**config.mk**
```make
export PLATFORM = sky130hd
export DESIGN_NAME = control_rx_kernel_dispatcher
export DESIGN_NICKNAME = d
export VERILOG_FILES = /design/src/rtl/ctrl_api_pkg.sv /design/src/rtl/ctrl_msg_fifo.sv /design/src/rtl/control_rx_kernel_dispatcher.sv
export SDC_FILE = /design/constraint.sdc
export NUM_CORES = 1
export LEC_CHECK = 0
export ABC_CLOCK_PERIOD_IN_PS = 52300
export CORE_MARGIN = 2
export CORE_UTILIZATION = 60
export DETAILED_ROUTE_END_ITERATION = 12
export MAX_ROUTING_LAYER = met4
export PLACE_DENSITY = 0.81
export SETUP_SLACK_MARGIN = 0.2
export SLEW_MARGIN = 20
export SYNTH_ARGS = -nofsm -noshare
export SYNTH_HDL_FRONTEND = slang
export SYNTH_SLANG_ARGS = --single-unit
```
**constraint.sdc**
```tcl
create_clock -name i_clk -period 52.3 [get_ports i_clk]
set_clock_uncertainty 0.15 [all_clocks]
set_input_delay 7.845 -clock i_clk [delete_from_list [all_inputs] [get_ports i_clk]]
set_output_delay 7.845 -clock i_clk [all_outputs]
set_load 0.005 [all_outputs]
```
**src/rtl/ctrl_api_pkg.sv**
```systemverilog
// Shared types and constants for the control-message path between the RX bridge and the kernels.
// The FIFO word is the packed message struct; tuser field offsets describe the bridge's source info.
package ctrl_api_pkg;

  localparam int MSG_DATA_WIDTH   = 64;
  localparam int MSG_KEEP_WIDTH   = 8;
  localparam int AXIS_ID_WIDTH    = 8;
  localparam int AXIS_TUSER_WIDTH = 64;

  localparam int SRC_IP_LSB      = 0;
  localparam int SRC_IP_WIDTH    = 32;
  localparam int DEST_PORT_LSB   = 32;
  localparam int DEST_PORT_WIDTH = 16;
  localparam int SRC_PORT_LSB    = 48;
  localparam int SRC_PORT_WIDTH  = 16;

  localparam int ERR_WIDTH    = 2;
  localparam int ERR_BAD_DEST = 0;
  localparam int ERR_NO_LAST  = 1;

  typedef struct packed {
    logic [MSG_DATA_WIDTH-1:0]   data;
    logic [MSG_KEEP_WIDTH-1:0]   keep;
    logic [AXIS_ID_WIDTH-1:0]    tid;
    logic [AXIS_ID_WIDTH-1:0]    tdest;
    logic [AXIS_TUSER_WIDTH-1:0] tuser;
  } ctrl_msg_t;

  function automatic logic [AXIS_TUSER_WIDTH-1:0] make_tuser(
    input logic [SRC_PORT_WIDTH-1:0]  src_port,
    input logic [DEST_PORT_WIDTH-1:0] dest_port,
    input logic [SRC_IP_WIDTH-1:0]    src_ip
  );
    logic [AXIS_TUSER_WIDTH-1:0] t;
    t = '0;
    t[SRC_IP_LSB +: SRC_IP_WIDTH]       = src_ip;
    t[DEST_PORT_LSB +: DEST_PORT_WIDTH] = dest_port;
    t[SRC_PORT_LSB +: SRC_PORT_WIDTH]   = src_port;
    return t;
  endfunction

endpackage

```
**src/rtl/ctrl_msg_fifo.sv**
```systemverilog
// Generic first-word-fall-through FIFO with a separate occupancy counter.
// The head word reads as zero while empty; push when full and pop when empty are ignored.
module ctrl_msg_fifo #(
  parameter int WIDTH = 8,
  parameter int DEPTH = 8,
  localparam int PTR_W = $clog2(DEPTH),
  localparam int OCC_W = PTR_W + 1
) (
  input  logic             clk,
  input  logic             rst_n,
  input  logic             push,
  input  logic [WIDTH-1:0] push_data,
  input  logic             pop,
  output logic [WIDTH-1:0] pop_data,
  output logic             full,
  output logic             empty,
  output logic [OCC_W-1:0] occupancy
);

  logic [WIDTH-1:0] mem [DEPTH];
  logic [PTR_W-1:0] wr_ptr;
  logic [PTR_W-1:0] rd_ptr;
  logic             push_ok;
  logic             pop_ok;

  assign full     = (occupancy == OCC_W'(DEPTH));
  assign empty    = (occupancy == '0);
  assign push_ok  = push && !full;
  assign pop_ok   = pop && !empty;
  assign pop_data = empty ? '0 : mem[rd_ptr];

  // Storage needs no reset: an empty FIFO masks whatever the array holds.
  always_ff @(posedge clk) begin
    if (push_ok) mem[wr_ptr] <= push_data;
  end

  always_ff @(posedge clk or negedge rst_n) begin
    if (!rst_n) begin
      wr_ptr    <= '0;
      rd_ptr    <= '0;
      occupancy <= '0;
    end else begin
      if (push_ok) wr_ptr <= wr_ptr + 1'b1;
      if (pop_ok)  rd_ptr <= rd_ptr + 1'b1;
      case ({push_ok, pop_ok})
        2'b10:   occupancy <= occupancy + 1'b1;
        2'b01:   occupancy <= occupancy - 1'b1;
        default: occupancy <= occupancy;
      endcase
    end
  end

endmodule

```
**src/rtl/control_rx_kernel_dispatcher.sv**
```systemverilog
// Buffers single-beat control messages from the RX bridge for the kernel interconnect,
// dropping unroutable or multi-beat messages and keeping drop statistics and sticky error flags.
module control_rx_kernel_dispatcher #(
  parameter int AXIS_DATA_WIDTH  = 64,
  parameter int AXIS_KEEP_WIDTH  = 8,
  parameter int AXIS_ID_WIDTH    = 8,
  parameter int AXIS_TUSER_WIDTH = 64,
  parameter int NUM_KERNELS      = 16,
  parameter int FIFO_DEPTH       = 8,
  parameter int CNT_WIDTH        = 16
) (
  input  logic                          i_clk,
  input  logic                          i_ap_rst_n,
  input  logic                          from_bridge_tvalid,
  output logic                          from_bridge_tready,
  input  logic [AXIS_DATA_WIDTH-1:0]    from_bridge_tdata,
  input  logic [AXIS_KEEP_WIDTH-1:0]    from_bridge_tkeep,
  input  logic [AXIS_ID_WIDTH-1:0]      from_bridge_tid,
  input  logic [AXIS_ID_WIDTH-1:0]      from_bridge_tdest,
  input  logic [AXIS_TUSER_WIDTH-1:0]   from_bridge_tuser,
  input  logic                          from_bridge_tlast,
  output logic                          to_kernel_tvalid,
  input  logic                          to_kernel_tready,
  output logic [AXIS_DATA_WIDTH-1:0]    to_kernel_tdata,
  output logic [AXIS_KEEP_WIDTH-1:0]    to_kernel_tkeep,
  output logic [AXIS_ID_WIDTH-1:0]      to_kernel_tid,
  output logic [AXIS_ID_WIDTH-1:0]      to_kernel_tdest,
  output logic [AXIS_TUSER_WIDTH-1:0]   to_kernel_tuser,
  output logic                          to_kernel_tlast,
  input  logic                          i_clear_stats,
  output logic [CNT_WIDTH-1:0]          o_rx_count,
  output logic [CNT_WIDTH-1:0]          o_drop_count,
  output logic [1:0]                    o_err_flags,
  output logic [$clog2(FIFO_DEPTH):0]   o_occupancy
);

  import ctrl_api_pkg::*;

  ctrl_msg_t msg_in;
  ctrl_msg_t msg_head;
  logic      fifo_full;
  logic      fifo_empty;
  logic      accept;
  logic      bad_dest;
  logic      no_last;
  logic      push;
  logic      drop;
  logic      pop;

  // Handshakes: a beat transfers on the edge where valid && ready are both high.
  // Ready here depends only on FIFO state, so malformed messages stall while full too.
  assign from_bridge_tready = !fifo_full;
  assign accept             = from_bridge_tvalid && from_bridge_tready;
  assign bad_dest           = 32'(from_bridge_tdest) >= NUM_KERNELS;
  assign no_last            = !from_bridge_tlast;
  assign drop               = accept && (bad_dest || no_last);
  assign push               = accept && !bad_dest && !no_last;
  assign pop                = to_kernel_tvalid && to_kernel_tready;

  assign msg_in.data  = from_bridge_tdata;
  assign msg_in.keep  = from_bridge_tkeep;
  assign msg_in.tid   = from_bridge_tid;
  assign msg_in.tdest = from_bridge_tdest;
  assign msg_in.tuser = from_bridge_tuser;

  ctrl_msg_fifo #(
    .WIDTH ($bits(ctrl_msg_t)),
    .DEPTH (FIFO_DEPTH)
  ) u_fifo (
    .clk       (i_clk),
    .rst_n     (i_ap_rst_n),
    .push      (push),
    .push_data (msg_in),
    .pop       (pop),
    .pop_data  (msg_head),
    .full      (fifo_full),
    .empty     (fifo_empty),
    .occupancy (o_occupancy)
  );

  assign to_kernel_tvalid = !fifo_empty;
  assign to_kernel_tdata  = msg_head.data;
  assign to_kernel_tkeep  = msg_head.keep;
  assign to_kernel_tid    = msg_head.tid;
  assign to_kernel_tdest  = msg_head.tdest;
  assign to_kernel_tuser  = msg_head.tuser;
  assign to_kernel_tlast  = 1'b1;

  // A clear in the same cycle as an event wins; the event is not recorded.
  always_ff @(posedge i_clk or negedge i_ap_rst_n) begin
    if (!i_ap_rst_n) begin
      o_rx_count   <= '0;
      o_drop_count <= '0;
      o_err_flags  <= '0;
    end else if (i_clear_stats) begin
      o_rx_count   <= '0;
      o_drop_count <= '0;
      o_err_flags  <= '0;
    end else begin
      if (push) o_rx_count <= o_rx_count + 1'b1;
      if (drop && (o_drop_count != '1)) o_drop_count <= o_drop_count + 1'b1;
      if (accept && bad_dest) o_err_flags[ERR_BAD_DEST] <= 1'b1;
      if (accept && no_last)  o_err_flags[ERR_NO_LAST]  <= 1'b1;
    end
  end

endmodule

```
; After elaboration in Yosys (flattened, before gate mapping)
; Memory sizes are Yosys's and may differ from the RTL's.
; Index checks and enable logic that the tools add are counted.
; W data, S select, Z words.
[totals]
ff_bits = 44
input_bits = 158
ramBits = 1216
out_inout_bits = 193
n_memories = 1
word_cells = 51
[classes]
mux = 11
n_eq_ne = 4
n_lt_le_gt_ge = 1
addsub = 6
n_reduce_logical = 21
[memory_table]
columns = name, words, width, rd, rd_ports_with_merged_regs, wr, line
row1 = u_fifo.mem, 8, 152, 1, 0, 1, ctrl_msg_fifo.sv:20  ; logic [WIDTH-1:0] mem [DEPTH];
[ops]
columns = op, count
row1 = $mux W152, 1
row2 = $mux W16, 4
row3 = $add A16 B1 Y16 const B, 2
row4 = $ne A16 B16 Y1 const B, 1
row5 = $logic_and A1 B1 Y1, 10
row6 = $reduce_bool A2 Y1, 5
row7 = $ge A8 B5 Y1 const B, 1
row8 = $pmux W4 S2, 1
row9 = $add A3 B1 Y3 const B, 2
row10 = $add A4 B1 Y4 const B, 1
row11 = $eq A4 B4 Y1 const B, 1
row12 = $logic_not A1 Y1, 4
row13 = $logic_not A4 Y1, 1
row14 = $mux W1, 4
row15 = $sub A4 B1 Y4 const B, 1
row16 = $eq A2 B1 Y1 const B, 1
row17 = $eq A2 B2 Y1 const B, 1
row18 = $mux W2, 1
row19 = $logic_or A1 B1 Y1, 1

; Depth between registers and ports, before layout
[logic_depth]
depth_word = 8
depth_mapped = 14
mapped_depth_nobuf = 11

; By module
; A second synthesis with hierarchy kept.
[hier_totals]
hier_cells = 2197
hier_area_um2 = 48711.7
[by_module_without_submodules]
columns = mod, area_per_inst_um2, cells_each, n_inst, seq_area_each_um2
row1 = ctrl_msg_fifo, 46746.1, 1987, 1, 36765.3
row2 = control_rx_kernel_dispatcher, 1965.6, 210, 1, 850.8

; Least setup slack after synthesis
; Ideal clock, no wire load.
[synth_path]
path_kind = input to register
startpoint = in from_bridge_tdest[6]
endpoint = mem u_fifo.mem[0][0] (netlist name) (enable)
arrival_time_ps = 23026
required_time_ps = 51115
setup_ps = 1035
path_buffers = 1
path_stages = 6
path_slack_ps = 28089
path_cell_list = nor4_1 -> nand2_1 -> nor2_1 -> inv_2 -> buf_2 -> nor4_1
[synth_between]
elab_chain_len = 7
[synth_lines]
columns = element, line
row1 = "start, declared", control_rx_kernel_dispatcher.sv:19  ; input logic [AXIS_ID_WIDTH-1:0] from_bridge_tdest,
row2 = $ge A8 B5 Y1, control_rx_kernel_dispatcher.sv:54  ; assign bad_dest = 32'(from_bridge_tdest) >= NUM_KERNELS;
row3 = $logic_not A1 Y1, control_rx_kernel_dispatcher.sv:57  ; assign push = accept && !bad_dest && !no_last;
row4 = $logic_and A1 B1 Y1 (2 in a row), control_rx_kernel_dispatcher.sv:57
row5 = $logic_and A1 B1 Y1, ctrl_msg_fifo.sv:28  ; assign push_ok = push && !full;
row6 = $mux W1, ctrl_msg_fifo.sv:34  ; if (push_ok) mem[wr_ptr] <= push_data;
row7 = $mux W1 (not written as such), ctrl_msg_fifo.sv:34
row8 = "end, declared", ctrl_msg_fifo.sv:20
; Every way passes these cells.

; Worst setup path after layout
[layout_path]
startpoint = reg u_fifo.rd_ptr[0]
endpoint = out to_kernel_tdata[55]
[layout_between]
elab_chain_len = 2
[layout_lines]
columns = element, line
row1 = "start, declared", ctrl_msg_fifo.sv:22  ; logic [PTR_W-1:0] rd_ptr;
row2 = "start signal, assigned", ctrl_msg_fifo.sv:44  ; if (pop_ok) rd_ptr <= rd_ptr + 1'b1;
row3 = $mem_v2 Z8 W152, n/a
row4 = $mux W152, ctrl_msg_fifo.sv:30  ; assign pop_data = empty ? '0 : mem[rd_ptr];
row5 = "end, declared", control_rx_kernel_dispatcher.sv:24  ; output logic [AXIS_DATA_WIDTH-1:0] to_kernel_tdata,
; Every way passes these cells.

==> impl_results.md <==
- CP delay by family, top: buffers and inverters
- Worst-margin pin slew: 1.146 ns
- Synth Area per Inst: 22.17 µm²
- CP max stage delay: 1.08 ns
- Vias in the first global route: 24540
- Row Count: 103
- Ys flop type: edfxtp_1
- Synth warnings: 0
- Period utilization: 0.2647
- Via density: 6.196
- R2r startpoint: u_fifo.occupancy[2]
- Worst path arrival time: 5.85 ns
- Relative slew slack: 0.2359
- VDD IR max: 0.00004435 V
- Root Driver: clkbuf_16
- Share of the synthesized area in the top cell type: 0.7570
- CTS tree: built
- GRT Util Overall: 0.2584
- Status: completed
- Area occupied by multi-input gates: 10180 µm²
- Hold Crit Class: flip-flop to flip-flop
- Most frequent cell after synthesis: edfxtp_1
- Final setup fails: 0
- Initial antenna violation count: 11
- Nets: 2744
- Share of layout cells above drive strength 1: 0.2045
- Post-synth EDFFs: 1216
- Fin. max-slew vios: 0
- Routability cong.: 0.8052
- Worst hold stages: 2
- Ranking of synthesized cells by area: edfxtp_1 (76%), mux4_2 (14%), mux2i_1 (3.2%)
- Largest family of logic cells by synthesized area: multiplexers
- Post_cts resized: 0
- Cts hold-fix bufs: 0
- Unique masters post-synth: 42
- FF/Latch Area: 37630 µm²
- Worst R2R Setup Slack: 47.19 ns
- Element type at the critical path end: primary output
- Syn nets: 2341
- I/O pin cnt: 351
- Synth Area in Simple Gates: 0.02532
- Average wire per standard cell: 27.23 µm
- Setup crit start kind: flip-flop
- Die width: 287.5 µm
- Async SR Flop Fraction: 0.03492
- GR Overflow Total: 0
- 1st-iter DRT viols: 2165
- Fillers: 4456
- Largest net degree at the start of global routing: 109
- Synth Area in XOR/XNOR: 0.006536
- Clock Path Buffers: 3
- FF-to-FF End: u_fifo.mem[5][82]
- Placeable Area: 79260 µm²
- Fmax: 72.23 MHz
- Crit path max fanout: 50
- Worst-path clk slew: 0.06 ns
- RSZ-0062 raised after global routing: no
- WHS: 0.3668 ns
- Worst skew pair latency: 0.68 ns
- Hold EP: o_err_flags[0]
- Hold path start: o_err_flags[0]
- Synth Area in Compound Gates: 0.001971
- H-Tree Depth: 3
- Initial Util: 0.6086
- Final HPWL DP: 54.95 mm
- Final Critical Period: 13.85 ns
- Syn Inst Count: 2176
- CP dominant cell by count: buf_4
- Via count: 23220
- Die ar.: 82680 µm²
- Worst reg2reg path depth: 8
- Post-synth top cells: edfxtp_1 (1216), mux4_2 (304), nor2_1 (193)
- Clk sinks: 1260
- # port buffers: 349
- Sequential area share after synthesis: 0.7798
- Post-CTS Setup Repair Bufs: 0
- Synthesized area: 48240 µm²
- 1st-pass router iterations: 5
- Pleak: 18.56 nW
- Total CTS buffers: 120
- Total Wirelength: 102.0 mm
- Total power draw: 2.842 mW
- Mux cell area share after synthesis: 0.1741
- Slowest CP cell: dfrtp_4
- Pwr Density: 49.82 nW/µm²
- Setup CP Type: flip-flop to primary output
- Area Growth Syn to Fin: 18.24%
- Max_cap viols: 0
- Cell taking the most area after synthesis: edfxtp_1
- Worst-path cell chain: buf_4, buf_4, buf_4, mux4_2, mux2i_1, nor2_1, clkdlybuf4s50_1
- DIE HEIGHT: 287.5 µm
- Buf+Inv Stages, Crit Path: 4
- Post-route ant nets: 0
- Adder and majority gate portion of the synthesized area: 0.001816
- Residual DRC count: 0
- CP Depth: 7
- Endpoints failing hold: 0
- Critical Path RT: 44.31 ns
- First-pass GRT wire length: 153.1 mm
- Fin Setup TNS: 0 ns
- Flops & latches, synth: 1260
## cell type report
cell class              instances  share of cell area
flip-flops and latches       1260              0.6597
multi-input cells             794              0.1785
repair buffers                394             0.06748
clock buffers                 142             0.05484
well taps                    1050             0.02303
clock inverters                85             0.01531
inverters                       9           0.0005923
diodes                         13           0.0005703
## flip-flops by register name (all words and copies together), names as in the netlist
signal            flops
o_drop_count         16
o_rx_count           16
o_err_flags           2
u_fifo.rd_ptr         3
u_fifo.wr_ptr         3
u_fifo.occupancy      4
u_fifo.mem         1216
## worst reg2reg max path, stage by stage, from the launching register on
cell	delay, ns
dfrtp_1	0.55
or4b_1	0.33
nand2_1	0.09
nor2_1	0.33
nand2_1	0.32
nor2_4	0.71
buf_4	0.60
buf_4	0.75
buf_4	0.86
## cell families (layout without fill, tap and decap cells)
| group | Yosys count | count (layout) |
|---|---|---|
| AOI/OAI and AO/OA | 15 | 15 |
| xor gates and xnor gates | 36 | 36 |
| adders and majority gates | 7 | 7 |
| buffers and inverters | 122 | 630 |
| DFF | 1260 | 1260 |
| muxes | 459 | 459 |
| other | 1 | 14 |
| and+or+nand+nor | 276 | 276 |
## cells in the final DEF, fill, tap and decap left out, types with 4 or more instances in the layout
master	count
dfrtp_1	41
nor2b_1	4
nor3_1	8
nor2_1	190
clkdlybuf4s50_1	348
ha_1	7
nand2_1	19
mux4_2	304
nand4_1	9
and3_1	4
clkinv_1	29
bufinv_16	16
diode_2	13
a21oi_1	5
clkinvlp_4	5
xnor2_1	30
inv_1	7
nor4_1	11
mux2i_1	153
edfxtp_1	1216
clkbuf_16	122
clkbuf_1	20
buf_4	43
clkinv_2	25
nand3_1	7
nor3_2	7
xor2_1	6
## where the power goes
part	leakage, nW	total [mW]	internal (mW)	switching, mW
sequential	11.5	1.14	1.11	0.0280
combinational	5.09	0.830	0.459	0.372
clock	1.95	0.870	0.506	0.363
## per-layer routing
metal	up-vias	GRT usage	routed length (µm)	part of all wire
met5	-	-	0	0
met4	0	0.07174	2048	0.020
met3	138	0.03954	7288	0.071
met2	921	0.4308	53620	0.53
met1	12340	0.3366	39070	0.38
li1	9818	-	-	-
## metrics by stage
step / instances / setup slack, ns / cell area (µm²) / utilization
after CTS: 3733 / 38.23 / 56990 / 0.7190
after global routing: 3745 / 37.89 / 57030 / 0.7196
after global placement: 3505 / 39.09 / 52980 / 0.6685
after detailed placement: 3506 / 38.98 / 52990 / 0.6685
after floorplan: 2176 / 28.09 / 48240 / -
final: 3747 / 38.45 / 57040 / 0.7197
## worst max path at each step
stage / startpoint / end
3_3_place_gp: u_fifo.rd_ptr[0] / to_kernel_tdata[55]
2_1_floorplan: from_bridge_tdest[6] / u_fifo.mem[0][0]
6_report: u_fifo.rd_ptr[0] / to_kernel_tdata[55]
4_1_cts: u_fifo.rd_ptr[0] / to_kernel_tuser[21]
5_1_grt: u_fifo.rd_ptr[0] / to_kernel_tdata[55]
3_5_place_dp: u_fifo.rd_ptr[0] / to_kernel_tuser[21]
(Power assumes the default switching activity.)
